## src/rtl/dma_rd_arbiter.sv

```systemverilog
// Round-robin read arbiter in front of a shared DMA read controller.
// Each requester (0 = ifmap, 1 = filter, 2 = bias) asks for a job made of
// several blocks. The winner's job parameters are latched at grant, so the
// requester may change its inputs while the job runs. Jobs with a zero
// block count are rejected without touching the DMA.
module dma_rd_arbiter #(
    parameter int N_REQ     = 3,
    parameter int BIT_TRANS = 18
) (
    input  logic                       clk,
    input  logic                       rstn,
    input  logic [N_REQ-1:0]           i_req,
    input  logic [32*N_REQ-1:0]        i_base_addr,
    input  logic [BIT_TRANS*N_REQ-1:0] i_num_trans,
    input  logic [16*N_REQ-1:0]        i_num_blk,
    output logic [N_REQ-1:0]           o_gnt,
    output logic [N_REQ-1:0]           o_done,
    output logic [N_REQ-1:0]           o_err,
    output logic                       o_busy,
    output logic [15:0]                o_blk_cnt,
    output logic                       o_rd_start,
    output logic [31:0]                o_rd_base_addr,
    output logic [BIT_TRANS-1:0]       o_rd_num_trans,
    output logic [15:0]                o_rd_max_blk,
    input  logic                       i_read_done,
    input  logic                       i_ctrl_read_done
);

    localparam int PW = (N_REQ > 1) ? $clog2(N_REQ) : 1;

    typedef enum logic [1:0] {
        IDLE,
        LAUNCH,
        BUSY,
        DONE
    } state_t;

    state_t          r_state;
    logic [PW-1:0]   r_rrPtr;
    logic            r_zeroBlk;

    logic            w_found;
    logic [PW-1:0]   w_winIdx;
    logic [PW-1:0]   w_nextPtr;
    int              w_bestOff;
    int              w_off;

    // Pick the active requester closest to the round-robin pointer, counting
    // forward with wrap-around; the smallest forward distance wins.
    always_comb begin
        w_winIdx  = '0;
        w_bestOff = N_REQ;
        w_off     = 0;
        for (int k = 0; k < N_REQ; k++) begin
            w_off = (k + N_REQ - int'(r_rrPtr)) % N_REQ;
            if (i_req[k] && (w_off < w_bestOff)) begin
                w_bestOff = w_off;
                w_winIdx  = PW'(k);
            end
        end
        w_found   = (w_bestOff < N_REQ);
        w_nextPtr = (int'(w_winIdx) == N_REQ - 1) ? '0 : w_winIdx + 1'b1;
    end

    // Job sequencer: grant, launch the stream, count blocks, report completion.
    always_ff @(posedge clk) begin
        if (!rstn) begin
            r_state        <= IDLE;
            r_rrPtr        <= '0;
            r_zeroBlk      <= 1'b0;
            o_gnt          <= '0;
            o_done         <= '0;
            o_err          <= '0;
            o_busy         <= 1'b0;
            o_blk_cnt      <= '0;
            o_rd_start     <= 1'b0;
            o_rd_base_addr <= '0;
            o_rd_num_trans <= '0;
            o_rd_max_blk   <= '0;
        end else begin
            o_done     <= '0;
            o_err      <= '0;
            o_rd_start <= 1'b0;
            case (r_state)
                IDLE: begin
                    if (w_found) begin
                        o_gnt          <= '0;
                        o_gnt[w_winIdx] <= 1'b1;
                        o_rd_base_addr <= i_base_addr[int'(w_winIdx)*32 +: 32];
                        o_rd_num_trans <= i_num_trans[int'(w_winIdx)*BIT_TRANS +: BIT_TRANS];
                        o_rd_max_blk   <= i_num_blk[int'(w_winIdx)*16 +: 16];
                        o_blk_cnt      <= '0;
                        o_busy         <= 1'b1;
                        r_zeroBlk      <= 1'b0;
                        r_rrPtr        <= w_nextPtr;
                        r_state        <= LAUNCH;
                    end
                end
                LAUNCH: begin
                    if (o_rd_max_blk == 16'd0) begin
                        r_zeroBlk <= 1'b1;
                        r_state   <= DONE;
                    end else begin
                        o_rd_start <= 1'b1;
                        r_state    <= BUSY;
                    end
                end
                BUSY: begin
                    if (i_read_done && (o_blk_cnt != 16'hFFFF)) begin
                        o_blk_cnt <= o_blk_cnt + 16'd1;
                    end
                    if (i_ctrl_read_done) begin
                        r_state <= DONE;
                    end
                end
                DONE: begin
                    o_done  <= o_gnt;
                    o_err   <= r_zeroBlk ? o_gnt : '0;
                    o_gnt   <= '0;
                    o_busy  <= 1'b0;
                    r_state <= IDLE;
                end
                default: begin
                    r_state <= IDLE;
                end
            endcase
        end
    end

endmodule

```

## config.mk

```make
export PLATFORM = sky130hd
export DESIGN_NAME = dma_rd_arbiter
export DESIGN_NICKNAME = d
export VERILOG_FILES = /design/src/rtl/dma_rd_arbiter.sv
export SDC_FILE = /design/constraint.sdc
export NUM_CORES = 1
export LEC_CHECK = 0
export ABC_CLOCK_PERIOD_IN_PS = 4750
export BUFFER_PORTS_ARGS = -buffer_cell sky130_fd_sc_hd__buf_2
export CORE_UTILIZATION = 46
export CTS_CLUSTER_DIAMETER = 120
export DETAILED_ROUTE_END_ITERATION = 12
export MAX_ROUTING_LAYER = met4
export PLACE_DENSITY = 0.79
export RECOVER_POWER = 50
export SYNTH_ARGS = -nofsm -noshare
export SYNTH_HDL_FRONTEND = slang
export SYNTH_SLANG_ARGS = --single-unit
export TNS_END_PERCENT = 5
```

## constraint.sdc

```tcl
create_clock -name clk -period 4.75 [get_ports clk]
set_input_delay 0.95 -clock clk [delete_from_list [all_inputs] [get_ports clk]]
set_output_delay 0.95 -clock clk [all_outputs]
set_load 0.01 [all_outputs]
```

Word level (Yosys, flattened, before mapping)
Cells that the tools add are included. Widths: inputs -> output; s select.

Bits in registers: 98. Input bits: 205. Output and inout bits: 93. Word-level logic and storage cells: 80.

Add/subtract/negate cells: 5. $mul: 1. Divide/modulo/power cells: 3. Order comparisons: 6. Equality and inequality tests: 9. Shift operators: 3. Muxes and demuxes: 23. Reductions and logical operators: 18.

Operator list (count): $mod 32x3->32 const B (3); $mux 32 (3); $shiftx 96x8->32 (1); $lt 32x3->1 const B (2); $lt 32x32->1 (2); $shiftx 54x8->18 (1); $shiftx 48x7->16 (1); $mux 16 (2); $pmux 16 s2 (1); $add 16x1->16 const B (1); $logic_not 16->1 (1); $ne 16x16->1 const B (1); $reduce_and 2->1 (5); $reduce_and 3->1 (3); $mux 2 (4); $ne 2x2->1 const B (4); $pmux 2 s4 (1); $sub 3x2->4 const A (2); $mux 1 (7); $eq 2x2->1 const B (3); $mul 2x4->6 const B (1); $pmux 3 s2 (1); $reduce_bool 2->1 (3); $logic_and 1x1->1 (5); 9 further kinds (10).

Logic depth before layout (Yosys ltp)
Gate-level depths: netlist of the first run.

Word-level depth: 17. Gate-level depth with buffers: 25. Depth with buffers taken out: 21.

Least setup slack after synthesis of the first run
No wires, ideal clock.

Path kind: register to register. Start point: register r_rrPtr[1]. End point: register o_blk_cnt[5]. Setup time: 0.115 ns. Data arrival time: 4.894 ns. Data required time: 4.635 ns. Slack: -0.259 ns. Cell stages (with the launch flop): 23. Buffers on the path: 3. Period minus slack after synthesis: 5.009 ns. Cell sequence: dfxtp_1 -> inv_1 -> ha_1 -> and3b_1 -> inv_1 -> ha_1 -> nand3b_1 -> a21oi_4 -> a31o_1 -> buf_6 -> clkbuf_1 -> nand2_1 -> ha_1 -> a2111oi_2 -> o21ai_1 -> nor4_1 -> o221ai_2 -> a21boi_2 -> o2bb2ai_2 -> o21ai_2 -> buf_4 -> o31a_1 -> o21a_1.

Word-level cells in the longest chain between the ends: 14. Elaborated cells on any way between the ends: 18. Classes of those cells: add/sub: 3; div: 3; order compare: 4; eq/ne: 1; mux: 3; reduce/logical: 4.

RTL lines: start: declaration (line 39) `logic [PW-1:0] r_rrPtr;`; start signal: assignment (line 95) `r_rrPtr <= w_nextPtr;`; $sub 2x2->3 (line 55) `w_off = (k + N_REQ - int'(r_rrPtr)) % N_REQ;`; $mod 32x3->32 (line 55); $lt 32x3->1 (line 56) `if (i_req[k] && (w_off < w_bestOff)) begin`; $logic_and 1x1->1 (line 56); $mux 32 (line 56); $lt 32x32->1 (line 56); $logic_and 1x1->1 (line 56); $mux 32 (line 56); $lt 32x32->1 (line 56); $logic_and 1x1->1 (line 56); $mux 32 * (line 56); $lt 32x3->1 * (line 61) `w_found = (w_bestOff < N_REQ);`; $ne 2x2->1 (no source line) *; $reduce_and 3->1 (no source line) *; end signal: assignment (line 110) `o_blk_cnt <= o_blk_cnt + 16'd1;`; end: declaration (line 20) `output logic [15:0] o_blk_cnt,`.

Every way passes the cells marked *; elsewhere a longest branch is shown, timed or not. A chain may end at the register's enable or synchronous reset.

Final worst setup path of the first run
Start point: register r_rrPtr[1]. End point: register o_rd_max_blk[9].

Word-level cells in the longest chain between the ends: 13. Elaborated cells on any way between the ends: 20. Classes of those cells: add/sub: 3; div: 3; order compare: 4; shift: 1; mux: 5; reduce/logical: 4.

RTL lines: $sub 2x2->3 (line 55); $mod 32x3->32 (line 55); $lt 32x3->1 (line 56); $logic_and 1x1->1 (line 56); $mux 32 (line 56); $lt 32x32->1 (line 56); $logic_and 1x1->1 (line 56); $mux 32 (line 56); $lt 32x32->1 (line 56); $logic_and 1x1->1 (line 56); $mux 32 (line 56); $lt 32x3->1 (line 61); $reduce_and 2->1 (no source line); end signal: assignment (line 91) `o_rd_max_blk <= i_num_blk[int'(w_winIdx)*16 +: 16];`; end: declaration (line 24) `output logic [15:0] o_rd_max_blk,`.

Several ways; a longest one is shown, not always the timed one.

==> results of run 1 <==
==> state kept, by name (all words and copies together) (netlist names) <==
register        cells
o_rd_start          1
o_err               3
o_busy              1
o_gnt               3
o_rd_base_addr     32
r_state             2
o_rd_max_blk       16
r_rrPtr             2
o_blk_cnt          16
o_done              3
r_zeroBlk           1
o_rd_num_trans     18
==> layout make-up <==
| type | count | share of cell area, % |
|---|---|---|
| multi-input cells | 764 | 55.35 |
| diodes | 1 | 0.02377 |
| well taps | 225 | 2.674 |
| clock inverters | 3 | 0.2139 |
| clock buffers | 13 | 2.567 |
| flip-flops and latches | 98 | 18.68 |
| repair buffers | 355 | 19.86 |
| inverters | 17 | 0.6299 |
==> synthesized netlist by cell type (all sizes together), types with 2 or more instances <==
cell     count  area [sq um]
mux2       130          1464
o22ai      130         813.3
dfxtp       98          1962
nand2       94         352.8
nand2b      74         462.9
a21boi      71         536.8
a211o       65         569.3
clkbuf      54         202.7
buf         32         172.7
ha          27         337.8
a21oi       22         121.4
nor2        19         73.82
inv         17         63.81
o21ai       17         88.84
nand3       10         50.05
and3         9         56.30
nor4         8         50.05
or4          8         60.06
a31oi        7         43.79
nor2b        7         43.79
mux2i        6         60.06
nand4        6         37.54
o211ai       6         45.04
or3          6         37.54
a31o         3         26.28
and2         3         18.77
o21a         3         22.52
o221ai       3         32.53
o31ai        3         22.52
a21bo        2         20.02
and4         2         17.52
nor3         2         10.01
o21bai       2         15.01
o2bb2ai      2         23.77
o31a         2         17.52
or2          2         12.52
xor2         2         17.52
==> worst min-delay path: cells and delay by family, from the launching register on <==
| kind | cells | cell delay (ns) |
|---|---|---|
| compound gates | 1 | 0.05 |
| simple gates | 1 | 0.05 |
| flops | 1 | 0.31 |
==> cell families after synthesis <==
kind of cell               count (synthesis)  share of synthesized area (%)
adders and majority gates                 27                          4.190
muxes                                    136                          18.90
and+or+nand+nor                          253                          16.22
DFF                                       98                          24.33
xor gates and xnor gates                   2                         0.2173
buffers and inverters                    103                          5.447
AOI/OAI and AO/OA                        346                          30.70
==> worst paths after layout <==
kind,startpoint,end,slack [ns],cells past startpoint
setup reg to reg,r_rrPtr[1],o_rd_max_blk[9],0.04,22
setup / recovery,r_rrPtr[1],o_rd_max_blk[9],0.04,22
hold / removal,o_rd_base_addr[21],o_rd_base_addr[21],0.45,2
hold reg to reg,o_rd_base_addr[21],o_rd_base_addr[21],0.45,2
==> where the power goes <==
| group | internal (uW) | switching (uW) |
|---|---|---|
| combinational | 4070 | 4490 |
| sequential | 1070 | 138 |
| clock | 400 | 330 |
==> per-stage QoR <==
step	util [%]	hold WS, ns	area [sq um]	setup WS [ns]	TNS, ns
after floorplan	-	0.4509	8093	0.03624	0
after global placement	57.50	0.4387	9876	0.1054	0
after detailed placement	57.50	0.4429	9876	-0.1373	-6.572
after CTS	60.12	0.4530	10330	0.01330	0
after global routing	61.29	0.4771	10530	-0.1270	-6.389
final	61.29	0.4532	10530	0.03961	0
==> per-layer routing <==
metal / up-vias / wire, microns
met1: 4048 / 10870
met2: 340 / 12580
met4: 0 / 607
met5: - / 0
met3: 49 / 1495
li1: 4223 / -
==> what timing repair did <==
action	in CTS	in global routing
pin swaps	5	15
buffers inserted	8	9
endpoints found under the setup margin	82	90
cloned	2	5
resized for setup	5	33
==> results.md, run 1 <==
* DR WL/cell at 17.32 microns
* Largest net degree at the start of global routing at 97
* Worst-Margin Slew at 1.275 ns
* Slowest stage cell, crit path: dfxtp_4
* Clock Sinks at 98
* Site Rows at 48
* # placed instances at 1,435
* Mapped Area at 0.008063 sq mm
* GP Congestion at 0.9734
* Nets at 1,477
* Min Clock Period, post-route at 4.710 ns
* Seq. cell area at 0.001967 sq mm
* WP buf/inv at 5
* WS Path Type: reg2reg
* Via-to-Cell Ratio at 5.867
* CTS HTree Levels at 3
* Vias in the first global route at 7,910
* Placed wire-length estimate at 17.24 mm
* Synthesized net count at 1,197
* Leak Pwr at 0.004381 uW
* Layout cell share with drive strength beyond 1 at 35.36%
* Overall routed net length at 25.56 mm
* Max incr delay on CP at 0.40 ns
* Status: finished clean
* I/O Buffers at 297
* Number of synthesized flops with an enable pin at 0
* Cells after synthesis at 965
* TritonRoute pass-1 iters at 5
* Layout area overhead at 30.57%
* Die Height at 134.4 microns
* Skew final at 0.01178 ns
* Most frequent cells in the layout: 203 x buf_2, 130 x mux2_2, 130 x o22ai_1
* Crit-path cells: inv_4 > ha_4 > and3b_2 > inv_1 > ha_1 > nand3b_1 > a21oi_4 > a31o_4 > nand2_4 > ha_4 > a2111oi_4 > o21ai_2 > nor4_2 > o221ai_2 > a21boi_4 > o2bb2ai_4 > a31oi_4 > buf_12 > buf_12 > clkbuf_16 > a211o_1 > a21boi_1
* Critical-path maximum fanout at 7
* WP data required at 5.03 ns
* Fillcell total at 1,542
* Non-filler cells, final at 1,476
* Max Freq at 212.3 MHz
* Crit path max-delay family: compound AO/OA/AOI/OAI gates
* Flop and latch count out of synthesis at 98
* Hold_buf cts at 0
* Arr. time, crit path at 4.99 ns
* Slew headroom at 14.98%
* Final Hold Fails at 0
* Num CTS Buffers at 9
* Starting density of the core at 46.94%
* Peak supply drop at 923.7 uV
* Fin crit share at 99.17%
* Die footprint at 0.01806 sq mm
* Global-route wire length before repair at 38.85 mm
* PD cells at 996.4 mW/mm^2
* Yosys cell types at 62
* Initial antenna violation count at 1
* Clk_lat worst skew at 0.35 ns
* Pins Over Slew Limit at 0
* Met2 Usage GRT at 47.01%
* Multi-input gate area at 0.005827 sq mm
* Grt ovf at 0
* CP Capture Type: register
* CTS tree: built
* Core footprint at 0.01718 sq mm
* Yosys Warn Count at 0
* Synth Area per Inst at 8.355 sq um
* Final ANT Viol Nets at 0
* Max clock buf depth at 2
* DR iter-0 viols at 550
* Seq/Total Area, Yosys at 24.33%
* Die W at 134.4 microns
* Tot Pwr at 10,490 uW
* Global routing usage on met3 at 3.477%
* Root Buffer: clkbuf_16
* Fraction of registers with async set/reset at 0%
* CTS clk-pin slew, worst paths at 0.07 ns
* GR Util met1 at 33.63%
* Total GRT Usage at 27.50%
* GR peak layer: met2
* Via count at 8,660
* Commonest non-fill, non-tap cell in the layout: buf_2
* Final setup fails at 0
* IO Count at 298
* Ys flop type: dfxtp_1
* Startpoint types: register
* Max-cap violations at 0
* Drt drc at 0
* Hold Crit Class: reg2reg
Power figures use the tool's default switching activity.
==> run 2: changes to the inputs <==
--- a/config.mk
+++ b/config.mk
@@ -7,10 +7,10 @@
 export LEC_CHECK = 0
 export ABC_CLOCK_PERIOD_IN_PS = 4750
 export BUFFER_PORTS_ARGS = -buffer_cell sky130_fd_sc_hd__buf_2
+export CORE_MARGIN = 2
 export CORE_UTILIZATION = 46
 export CTS_CLUSTER_DIAMETER = 120
 export DETAILED_ROUTE_END_ITERATION = 12
-export MAX_ROUTING_LAYER = met4
 export PLACE_DENSITY = 0.79
 export RECOVER_POWER = 50
 export SYNTH_ARGS = -nofsm -noshare
==> results.md, run 2 (synthesized netlist as in run 1, its figures left out) <==
* Overall routed net length at 25.61 mm
* Core footprint at 0.01724 sq mm
* Crit-path cells: inv_2 > buf_4 > ha_1 > and3b_2 > inv_1 > ha_1 > nand3b_1 > a21oi_4 > a31o_4 > buf_4 > nor2_1 > a21oi_1 > ha_1 > a21oi_2 > o21ai_1 > nor4_2 > o221ai_2 > a21boi_4 > o2bb2ai_4 > a31oi_4 > buf_12 > buf_12 > a211o_1 > a21boi_1
* Largest Register: o_rd_base_addr
* Placed wire-length estimate at 17.53 mm
* Fillcell total at 1,550
* Sequential share of power at 12.0%
* Initial antenna violation count at 2
* Fin area at 0.01029 sq mm
* Slowest stage cell, crit path: dfxtp_2
* Fin crit share at 97.08%
* Startpoint types: register
* Vias in the first global route at 8,130
* Via count at 8,638
* Max clock buf depth at 2
* PD cells at 974.8 mW/mm^2
* Layout cell share with drive strength beyond 1 at 34.76%
* Hold Crit Class: reg2reg
* Top cell by count, worst path: ha_1
* Num CTS Buffers at 9
* Clk_lat worst skew at 0.35 ns
* Site Rows at 48
* GP Congestion at 0.8837
* Drt drc at 0
* I/O Buffers at 297
* Starting density of the core at 46.78%
* Final Hold Fails at 0
* Final setup TNS at 0 ns
* Top Registers: o_rd_base_addr: 32 flops, o_rd_num_trans: 18 flops
* Arr. time, crit path at 4.90 ns
* Crit path setup slack, layout at 0.1389 ns
* Clock power share at 7.3%
* DR iter-0 viols at 514
* Die W at 136.4 microns
* Most frequent cells in the layout: 208 x buf_2, 130 x mux2_2, 130 x o22ai_1
* Non-filler cells, final at 1,463
* Global-route wire length before repair at 39.61 mm
* DR WL/cell at 17.50 microns
* Sw Share at 48.23%
* Largest register FFs at 32
* Min Clock Period, post-route at 4.611 ns
* CTS clk-pin slew, worst paths at 0.08 ns
* Grt ovf at 0
* Via-to-Cell Ratio at 5.904
* Max Freq at 216.9 MHz
* Die Height at 136.4 microns
* TritonRoute pass-1 iters at 5
* DP Area at 0.009848 sq mm
* IO Count at 298
* P_int at 5191 uW
* # placed instances at 1,433
* Net Switching at 4836 uW
* Critical-path maximum fanout at 26
* WP data required at 5.03 ns
* Gate power share at 80.7%
* Largest net degree at the start of global routing at 97
* CTS HTree Levels at 3
* CTS tree: built
* Clock Sinks at 98
* Peak supply drop at 1018 uV
* Total GRT Usage at 26.44%
* CP Capture Type: register
* Status: finished clean
* Root Buffer: clkbuf_16
* Max incr delay on CP at 0.34 ns
* Commonest non-fill, non-tap cell in the layout: buf_2
* Max-cap violations at 0
* Die footprint at 0.01860 sq mm
* DP Worst Slack at -0.1748 ns
* Layout area overhead at 27.58%
* Slew headroom at 34.48%
* Worst-Margin Slew at 0.9829 ns
* Nets at 1,464
* Skew final at 0.006530 ns
* WS Path Type: reg2reg
* Final setup fails at 0
* Final ANT Viol Nets at 0
* Leak Pwr at 0.004264 uW
* Pins Over Slew Limit at 0
run 2: changes by cell type in the layout (fill, tap and decap cells not counted), sizes merged:
cell / before / now
clkbuf: 111 / 99
buf: 257 / 251
clkinvlp: 0 / 2
inv: 17 / 19
bufbuf: 0 / 1
run 2: final timing paths:
kind	cells after the start	start	slack, ns	to
max	24	r_rrPtr[0]	0.14	o_rd_max_blk[4]
min	2	o_rd_base_addr[8]	0.45	o_rd_base_addr[8]
max reg2reg	24	r_rrPtr[0]	0.14	o_rd_max_blk[4]
min reg2reg	2	o_rd_base_addr[8]	0.45	o_rd_base_addr[8]
run 2: area by class of cell:
type	instances	area (sq um)	area share, %
Antenna cell	1	2.502	0.02433
Clock buffer	9	225.2	2.190
Clock inverter	7	65.06	0.6325
Inverter	17	63.81	0.6204
Multi-Input combinational cell	764	5821	56.59
Sequential cell	98	1964	19.10
Tap cell	225	281.5	2.737
Timing Repair Buffer	342	1863	18.11
run 2: through the flow:
| step | hold slack, ns | util, % | total power (uW) |
|---|---|---|---|
| floorplan | 0.4509 | - | 6951 |
| global placement | 0.4387 | 57.14 | 8551 |
| detailed placement | 0.4422 | 57.14 | 8753 |
| CTS | 0.4528 | 59.34 | 9776 |
| global route | 0.4706 | 59.68 | 10740 |
| finish | 0.4544 | 59.68 | 10030 |
run 2: power groups by stage:
stage / Sequential (uW) / Combinational (uW) / Clock (uW)
floorplan: 1280 / 5670 / 0
detailed placement: 1210 / 7540 / 0
CTS: 1190 / 7820 / 763
global placement: 1210 / 7340 / 0
global route: 1220 / 8720 / 794
finish: 1200 / 8090 / 735
run 2: critical path: cells and delay by family (launching register included):
kind	cells	cell delay, ns
DFF	1	0.34
buffers and inverters	6	0.75
and+or+nand+nor	4	0.71
AOI/OAI and AO/OA	11	2.00
adders and majority gates	3	0.73
run 2: layer usage:
metal	vias to the layer above	share of wire [%]	global-route usage (%)
met2	328	49	45.17
met4	2	3.8	11.46
met1	4051	41	31.43
li1	4192	-	-
met5	-	0.051	0
met3	65	6.4	6.488
run 2: what timing repair did:
| action | 4_1_cts | 5_1_grt |
|---|---|---|
| hold buffers | 0 | 0 |
| gates cloned | 1 | 1 |
| setup buffers | 3 | 8 |
| setup endpoints to repair | 68 | 84 |
| pin swaps | 4 | 8 |
| resized for setup | 6 | 15 |
